### src/rtl/vga_timing_pkg.sv
// Shared 640x480@60 Hz timing constants, coordinate types and a window-decode helper.
package vga_timing_pkg;

    localparam int H_VISIBLE_DEF  = 640;
    localparam int H_FP_DEF       = 16;
    localparam int H_SYNC_DEF     = 96;
    localparam int H_BP_DEF       = 48;
    localparam int V_VISIBLE_DEF  = 480;
    localparam int V_FP_DEF       = 10;
    localparam int V_SYNC_DEF     = 2;
    localparam int V_BP_DEF       = 33;
    localparam int H_TOTAL_DEF    = H_VISIBLE_DEF + H_FP_DEF + H_SYNC_DEF + H_BP_DEF;
    localparam int V_TOTAL_DEF    = V_VISIBLE_DEF + V_FP_DEF + V_SYNC_DEF + V_BP_DEF;
    localparam int SYNC_DELAY_DEF = 2;

    typedef logic [9:0] coord_t;
    typedef logic [7:0] frame_cnt_t;

    // True when lo <= v < lo+len.
    function automatic logic in_window(input coord_t v, input int lo, input int len);
        return (int'(v) >= lo) && (int'(v) < lo + len);
    endfunction

endpackage

### src/rtl/vga_sync_delay.sv
// DEPTH-deep shift register for the {hs, vs} pair; resets to all-ones (syncs inactive).
module vga_sync_delay #(
    parameter int DEPTH = 2
) (
    input  logic       vga_clk,
    input  logic       reset,
    input  logic [1:0] din,
    output logic [1:0] dout
);

    logic [1:0] sr [DEPTH];

    always_ff @(posedge vga_clk or posedge reset) begin
        if (reset) begin
            for (int i = 0; i < DEPTH; i++) sr[i] <= 2'b11;
        end else begin
            sr[0] <= din;
            for (int i = 1; i < DEPTH; i++) sr[i] <= sr[i-1];
        end
    end

    assign dout = sr[DEPTH-1];

endmodule

### src/rtl/vga_timing_gen.sv
// VGA raster timing: counters, registered sync/blank decode, frame pulse and counter.
// Define VGA_SYNC_DELAY_EN to delay hs_d/vs_d by SYNC_DELAY clocks; otherwise they equal hs/vs.
module vga_timing_gen
    import vga_timing_pkg::*;
#(
    parameter int H_VISIBLE  = H_VISIBLE_DEF,
    parameter int H_FP       = H_FP_DEF,
    parameter int H_SYNC     = H_SYNC_DEF,
    parameter int H_BP       = H_BP_DEF,
    parameter int V_VISIBLE  = V_VISIBLE_DEF,
    parameter int V_FP       = V_FP_DEF,
    parameter int V_SYNC     = V_SYNC_DEF,
    parameter int V_BP       = V_BP_DEF,
    parameter int SYNC_DELAY = SYNC_DELAY_DEF
) (
    input  logic       vga_clk,
    input  logic       reset,
    input  logic       pix_ce,
    output coord_t     DrawX,
    output coord_t     DrawY,
    output logic       hs,
    output logic       vs,
    output logic       blank,
    output logic       frame_start,
    output frame_cnt_t frame_count,
    output logic       hs_d,
    output logic       vs_d
);

    localparam int     H_TOTAL = H_VISIBLE + H_FP + H_SYNC + H_BP;
    localparam int     V_TOTAL = V_VISIBLE + V_FP + V_SYNC + V_BP;
    localparam coord_t H_LAST  = coord_t'(H_TOTAL - 1);
    localparam coord_t V_LAST  = coord_t'(V_TOTAL - 1);

    if (H_TOTAL > 1024) begin : g_htot_chk
        $error("vga_timing_gen: horizontal total %0d exceeds 1024", H_TOTAL);
    end
    if (V_TOTAL > 1024) begin : g_vtot_chk
        $error("vga_timing_gen: vertical total %0d exceeds 1024", V_TOTAL);
    end
    if (SYNC_DELAY < 1) begin : g_dly_chk
        $error("vga_timing_gen: SYNC_DELAY must be at least 1");
    end

    coord_t x_nx;
    coord_t y_nx;
    logic   end_line;
    logic   end_frame;

    always_comb begin
        end_line  = (DrawX == H_LAST);
        end_frame = end_line && (DrawY == V_LAST);
        x_nx      = end_line ? '0 : DrawX + coord_t'(1);
        y_nx      = DrawY;
        if (end_line) y_nx = (DrawY == V_LAST) ? '0 : DrawY + coord_t'(1);
    end

    // Sync and blank decode from the next counter values so they land with DrawX/DrawY.
    always_ff @(posedge vga_clk or posedge reset) begin
        if (reset) begin
            DrawX       <= '0;
            DrawY       <= '0;
            hs          <= 1'b1;
            vs          <= 1'b1;
            blank       <= 1'b1;
            frame_start <= 1'b0;
            frame_count <= '0;
        end else if (pix_ce) begin
            DrawX       <= x_nx;
            DrawY       <= y_nx;
            hs          <= !in_window(x_nx, H_VISIBLE + H_FP, H_SYNC);
            vs          <= !in_window(y_nx, V_VISIBLE + V_FP, V_SYNC);
            blank       <= (int'(x_nx) < H_VISIBLE) && (int'(y_nx) < V_VISIBLE);
            frame_start <= end_frame;
            if (end_frame) frame_count <= frame_count + frame_cnt_t'(1);
        end else begin
            frame_start <= 1'b0;
        end
    end

`ifdef VGA_SYNC_DELAY_EN
    logic [1:0] sync_dly;

    vga_sync_delay #(
        .DEPTH   (SYNC_DELAY)
    ) u_sync_delay (
        .vga_clk (vga_clk),
        .reset   (reset),
        .din     ({hs, vs}),
        .dout    (sync_dly)
    );

    assign {hs_d, vs_d} = sync_dly;
`else
    assign hs_d = hs;
    assign vs_d = vs;
`endif

endmodule

### config.mk
export PLATFORM = sky130hd
export DESIGN_NAME = vga_timing_gen
export DESIGN_NICKNAME = d
export VERILOG_FILES = /design/src/rtl/vga_timing_pkg.sv /design/src/rtl/vga_sync_delay.sv /design/src/rtl/vga_timing_gen.sv
export SDC_FILE = /design/constraint.sdc
export NUM_CORES = 1
export LEC_CHECK = 0
export BUFFER_PORTS_ARGS = -buffer_cell sky130_fd_sc_hd__buf_2
export CAP_MARGIN = 20
export CORE_UTILIZATION = 30
export DETAILED_ROUTE_END_ITERATION = 8
export PLACE_DENSITY = 0.53
export SYNTH_ARGS = -nofsm -noshare
export SYNTH_HDL_FRONTEND = slang
export SYNTH_SLANG_ARGS = --single-unit
### constraint.sdc
create_clock -name vga_clk -period 2.9 [get_ports vga_clk]
set_input_delay 0 -clock vga_clk [delete_from_list [all_inputs] [get_ports vga_clk]]
set_output_delay 0 -clock vga_clk [all_outputs]
set_load 0.02 [all_outputs]
==> impl_metrics.yaml, run 1 <==
worst_hold_path:
  hp-start: "pix_ce"
  min_path_type: "in -> reg"
pwr:
  static-leakage-power_nw: 0.9833
  ir_drop_v: 0.0002161
  p_per_area_nw_per_um2: 644.6
timing:
  drv_slew: 0
  timing.final.crit_period_ns: 2.209
  tns_ns: 0
  fmax_ghz: 0.4526
  slew_headroom: 0.7175
  rsz0062_at_grt: "false"
  setup_violations: 0
  worst_pin_slew_ns: 0.4214
  hold_viol: 0
  finalCritPeriodShare: 0.7619
  clock_skew_ns: 0.009014
layout:
  final_nets: 258
  n_fill_cell: 660
  drive_gt1_frac: 0.2470
  n_antenna_cell: 0
  synthToLayoutAreaGrowth_pct: 17.52
  stdcell_count: 328
  final_cell_area_um2: 2291
  final_util: 0.3629
critical_path:
  critPathArrivalTime_ns: 2.42
  start_kind: "flip-flop"
  crit_path_end_kind: "flip-flop"
  crit_path_max_incr_delay_ns: 0.58
  ff2ff_setup_slack_ns: 0.69
  crit_end: "blank"
  r2r_cells: 7
  crit-reg2reg-launch: "DrawX[0]"
  cp_max_fo: 8
  required_ns: 3.11
  path_cells: "ha_1 -> nand3_2 -> or4_4 -> nor3_4 -> xnor2_1 -> nor4b_2 -> o32ai_1"
  startpoint: "DrawX[0]"
  crit_slowest_cell: "or4_4"
  crit_type: "reg -> reg"
  r2r-end: "blank"
clocking:
  post_cts.resized_instances: 0
  cts_hold_buffers: 1
  clkLatencyLatePin_ns: 0.29
  postCtsSetupBuffers: 0
  cts_tree: "built"
  clk_root_buffer_cell: "clkbuf_8"
  h-tree-depth: 2
  clock-sinks: 32
  cts.clk_slew.worst_paths_ns: 0.08
  clock_path_buffers: 2
  cts_buffers: 5
yosys:
  yosysSeqAreaShare: 0.4127
  synth.distinct_cells: 51
  yosys.area.top_type_share: 0.3723
  synth.net_count: 224
  ys_ff_latch: 32
  async_flop_share: 1.000
  synth_edf_count: 0
  synth-warning-count: 0
  syn_inst: 216
  yosysTopAreaCell: "dfrtp_1"
  syn_area_per_cell_um2: 9.025
  synth_area_um2: 1949
  synth_area_leaders: "dfrtp_1 37%, xnor2_1 6.3%, o21ai_0 5.1%"
  ys.flop_type: "dfrtp_1"
drt:
  drt_iter0_markers: 60
  drtAntennaViolNets: 0
  routed_wl_mm: 4.727
  drt-pass1-iter-count: 4
  vias: 1687
  avgViaCountPerCell: 5.143
  post_drt_wl_per_cell_um: 14.41
  drc: 0
flow_run:
  drv_cap: 0
floorplanning:
  die_width_um: 82.61
  die_area_um2: 6824
  fp-row-count: 29
  ioPinCount: 37
  core_area_um2: 6314
  die_height_um: 82.61
  start_util: 0.3088
placement:
  place_area_um2: 2170
  gp_congestion: 0.7992
  place_inst: 319
  post-dp-hpwl_mm: 3.231
  portBuffers: 36
grt:
  track_usage: 0.1478
  grt_pass1_vias: 1493
  grt-ovfl-total: 0
  grt_max_degree: 33
  antenna_found_initial: 0
  grt_pass1_wl_mm: 7.645
run_status:
  status: "complete, no violations"
[layer usage]
layer | GRT usage | part of all wire | up-vias | wire, µm
li1 | - | - | 841 | -
met1 | 0.2032 | 0.50 | 794 | 2357
met2 | 0.2256 | 0.45 | 45 | 2122
met3 | 0.02967 | 0.038 | 7 | 180
met4 | 0.05862 | 0.014 | 0 | 68
met5 | 0 | 0 | - | 0
[worst min path at each step]
stage | endpoint | slack (ns) | cells after the start
global placement | DrawX[7] | 0.12 | 3
global route | hs | 0.15 | 3
finish | vs | 0.13 | 3
CTS | vs | 0.11 | 3
detailed placement | DrawX[9] | 0.12 | 3
floorplan | DrawX[0] | 0.11 | 1
[layout by cell type (no fill, tap or decap), drive strengths merged, types with 6 or more instances in the layout]
| master | count |
|---|---|
| nand4 | 10 |
| nand2 | 25 |
| nand3 | 11 |
| nor3 | 6 |
| nor2 | 18 |
| dfrtp | 29 |
| o21ai | 20 |
| xnor2 | 14 |
| inv | 7 |
| buf | 38 |
| a21oi | 8 |
| and3 | 7 |
[critical path: cells and delay by family (launching register included)]
kind,cells,cell delay (ns)
and+or+nand+nor,4,1.21
DFF,1,0.44
adders and majority gates,1,0.25
AOI/OAI and AO/OA,1,0.13
xor gates and xnor gates,1,0.09
[Yosys cell counts, types with 2 or more instances]
library cell	instances
xor2_1	3
buf_2	3
nor4_1	2
a21oi_1	8
nand2_1	25
and3_1	5
ha_1	5
nor3_1	4
and3_2	2
and2_1	4
o21ai_0	20
xnor2_1	14
mux2_2	4
clkbuf_1	5
nor2_1	17
nand4b_1	2
dfrtp_1	29
dfstp_2	3
buf_6	2
o31ai_1	2
nand4_1	10
buf_4	2
inv_1	7
nand3_1	10
a2bb2oi_1	2
[final cells by class]
cell class              instances  area [µm²]  share of cell area
clock buffers                   5       68.82             0.03004
clock inverters                 3       42.54             0.01857
inverters                       7       26.28             0.01147
multi-input cells             165        1047              0.4571
flip-flops and latches         32       804.5              0.3512
well taps                      77       96.34             0.04205
repair buffers                 39       205.2             0.08957
[report_power, final]
| part | switching [mW] | leakage (nW) | internal (mW) |
|---|---|---|---|
| sequential | 0.114 | 0.410 | 0.511 |
| clock | 0.188 | 0.0541 | 0.254 |
| combinational | 0.243 | 0.519 | 0.165 |
[cell families (layout without fill, tap and decap cells)]
logic type | count (synthesis) | count (layout) | synth area share
flops | 32 | 32 | 0.4127
fa+ha+maj | 5 | 5 | 0.03209
compound gates | 43 | 43 | 0.1348
simple gates | 95 | 95 | 0.2657
buf+inv | 19 | 54 | 0.05006
xor+xnor | 17 | 17 | 0.07638
mux | 5 | 5 | 0.02824
[stage by stage]
| stage | setup WS, ns | power (mW) | hold WS [ns] |
|---|---|---|---|
| after floorplan | 0.6708 | 0.9080 | 0.1140 |
| after global placement | 0.7470 | 1.031 | 0.1190 |
| after detailed placement | 0.6850 | 1.040 | 0.1241 |
| after CTS | 0.6748 | 1.492 | 0.1113 |
| after global routing | 0.4893 | 1.588 | 0.1530 |
| final | 0.6906 | 1.477 | 0.1275 |
[registers in the layout (all words and copies together) (netlist names)]
signal and cells:
frame_start 1, hs 1, vs 1, DrawX 10, DrawY 10, frame_count 8
blank 1
Power figures use the tool's default switching activity.
==> run 2, diff against run 1 <==
==> constraint.sdc (replaced) <==
create_clock -name vga_clk -period 2.3 [get_ports vga_clk]
set_input_delay 0 -clock vga_clk [delete_from_list [all_inputs] [get_ports vga_clk]]
set_output_delay 0 -clock vga_clk [all_outputs]
set_load 0.02 [all_outputs]
==> impl_metrics.yaml, run 2 (synthesis results as in run 1) <==
critical_path:
  required_ns: 2.51
  critical_path_buf_inv_count: 0
  crit_path_max_incr_delay_ns: 0.47
  cp_max_fo: 7
  crit_slowest_cell: "dfrtp_1"
  start_kind: "flip-flop"
  crit_type: "reg -> reg"
  path_cells: "ha_1 -> nand2_1 -> or2_2 -> o31ai_1 -> a21oi_1 -> nor4b_2 -> o32ai_1"
  critPathArrivalTime_ns: 2.29
  crit_path_end_kind: "flip-flop"
  path_delay_family: "simple AND/OR/NAND/NOR gates"
placement:
  portBuffers: 36
  gp_congestion: 0.8293
  post-dp-hpwl_mm: 3.451
  place_inst: 329
  dp_slack_ns: 0.2230
  place_area_um2: 2245
clocking:
  clk_root_buffer_cell: "clkbuf_8"
  clock-sinks: 32
  h-tree-depth: 2
  cts_tree: "built"
  clock_path_buffers: 2
  cts_buffers: 5
  postCtsSetupBuffers: 0
  cts.clk_slew.worst_paths_ns: 0.08
  clkLatencyLatePin_ns: 0.29
grt:
  track_usage: 0.1522
  antenna_found_initial: 0
  grt_max_degree: 27
  grt_pass1_wl_mm: 7.810
  grt-ovfl-total: 0
  grt_pass1_vias: 1584
drt:
  drt_iter0_markers: 66
  drt-pass1-iter-count: 4
  vias: 1694
  post_drt_wl_per_cell_um: 14.17
  route.met2.wl_mm: 2.163
  wl_met1_mm: 2.359
  top_layer_used: "met4"
  wl_met3_um: 182
  avgViaCountPerCell: 5.012
  routed_wl_mm: 4.788
  drc: 0
  drtAntennaViolNets: 0
flow_run:
  drv_cap: 0
worst_hold_path:
  min_path_type: "in -> reg"
pwr:
  p_per_area_nw_per_um2: 757.7
  p_switching_mw: 0.6831
  p_sw_frac: 0.3839
  power_frac_seq: 0.426
  pwr-share-comb: 0.328
  power_mw: 1.779
  ir_drop_v: 0.0002912
  static-leakage-power_nw: 1.027
  p_clk_frac: 0.247
  internal-power_mw: 1.096
timing:
  finalCritPeriodShare: 0.9033
  hold_viol: 0
  timing.final.crit_period_ns: 2.078
  tns_ns: 0
  setup_violations: 0
  clock_skew_ns: 0.007704
  worst_pin_slew_ns: 0.3944
  drv_slew: 0
  slew_headroom: 0.7350
  fmax_ghz: 0.4813
  setup_ws_ns: 0.2224
  whs_ns: 0.01350
  rsz0062_at_grt: "false"
layout:
  layout_commonest_cell: "buf_2"
  reg.largest.list: "DrawX: 10 flops, DrawY: 10 flops, frame_count: 8 flops"
  n_antenna_cell: 0
  layout_common_cells: "36 x buf_2, 29 x dfrtp_1, 25 x nand2_1"
  drive_gt1_frac: 0.2797
  synthToLayoutAreaGrowth_pct: 20.47
  stdcell_count: 338
  final_util: 0.3720
  final_nets: 268
  final_cell_area_um2: 2349
run_status:
  status: "complete, no violations"
floorplanning:
  die_width_um: 82.61
  fp-row-count: 29
  die_height_um: 82.61
  core_area_um2: 6314
  die_area_um2: 6824
  start_util: 0.3088
  ioPinCount: 37
[run 2: timing repair]
item | CTS | global route
setup endpoints to repair | 0 | 1
endpoints found under the hold margin | 6 | 0
hold buffers | 1 | 0
gates resized for setup | 0 | 1
[run 2: power by group through the flow]
stage | logic, mW | clock network [mW] | registers [mW]
after floorplan | 0.295 | 0 | 0.850
after global placement | 0.584 | 0 | 0.764
after detailed placement | 0.587 | 0 | 0.765
after CTS | 0.591 | 0.452 | 0.755
after global routing | 0.663 | 0.476 | 0.774
final | 0.583 | 0.439 | 0.757
[run 2: per-layer routing]
metal  up-vias  track usage
met2        35       0.2397
met4         0      0.06897
met1       790       0.1965
met3         8      0.03626
met5         -            0
li1        861            -
[run 2: worst paths after layout]
check / start / endpoint / slack, ns / cells past startpoint
max: DrawY[0] / blank / 0.22 / 7
min: pix_ce / hs / 0.01 / 2
max reg2reg: DrawY[0] / blank / 0.22 / 7
min reg2reg: blank / blank / 0.48 / 2
max in group asynchronous: reset / hs / 1.46 / 4
min in group asynchronous: reset / frame_count[2] / 0.17 / 3
[run 2: layout make-up]
type	instances	area, µm²
tap	77	96.34
timing repair buffer	49	280.3
clock buffer	5	68.82
inverter	7	26.28
clock inverter	3	18.77
multi-input combinational	165	1054
sequential	32	804.5
fill	672	3965
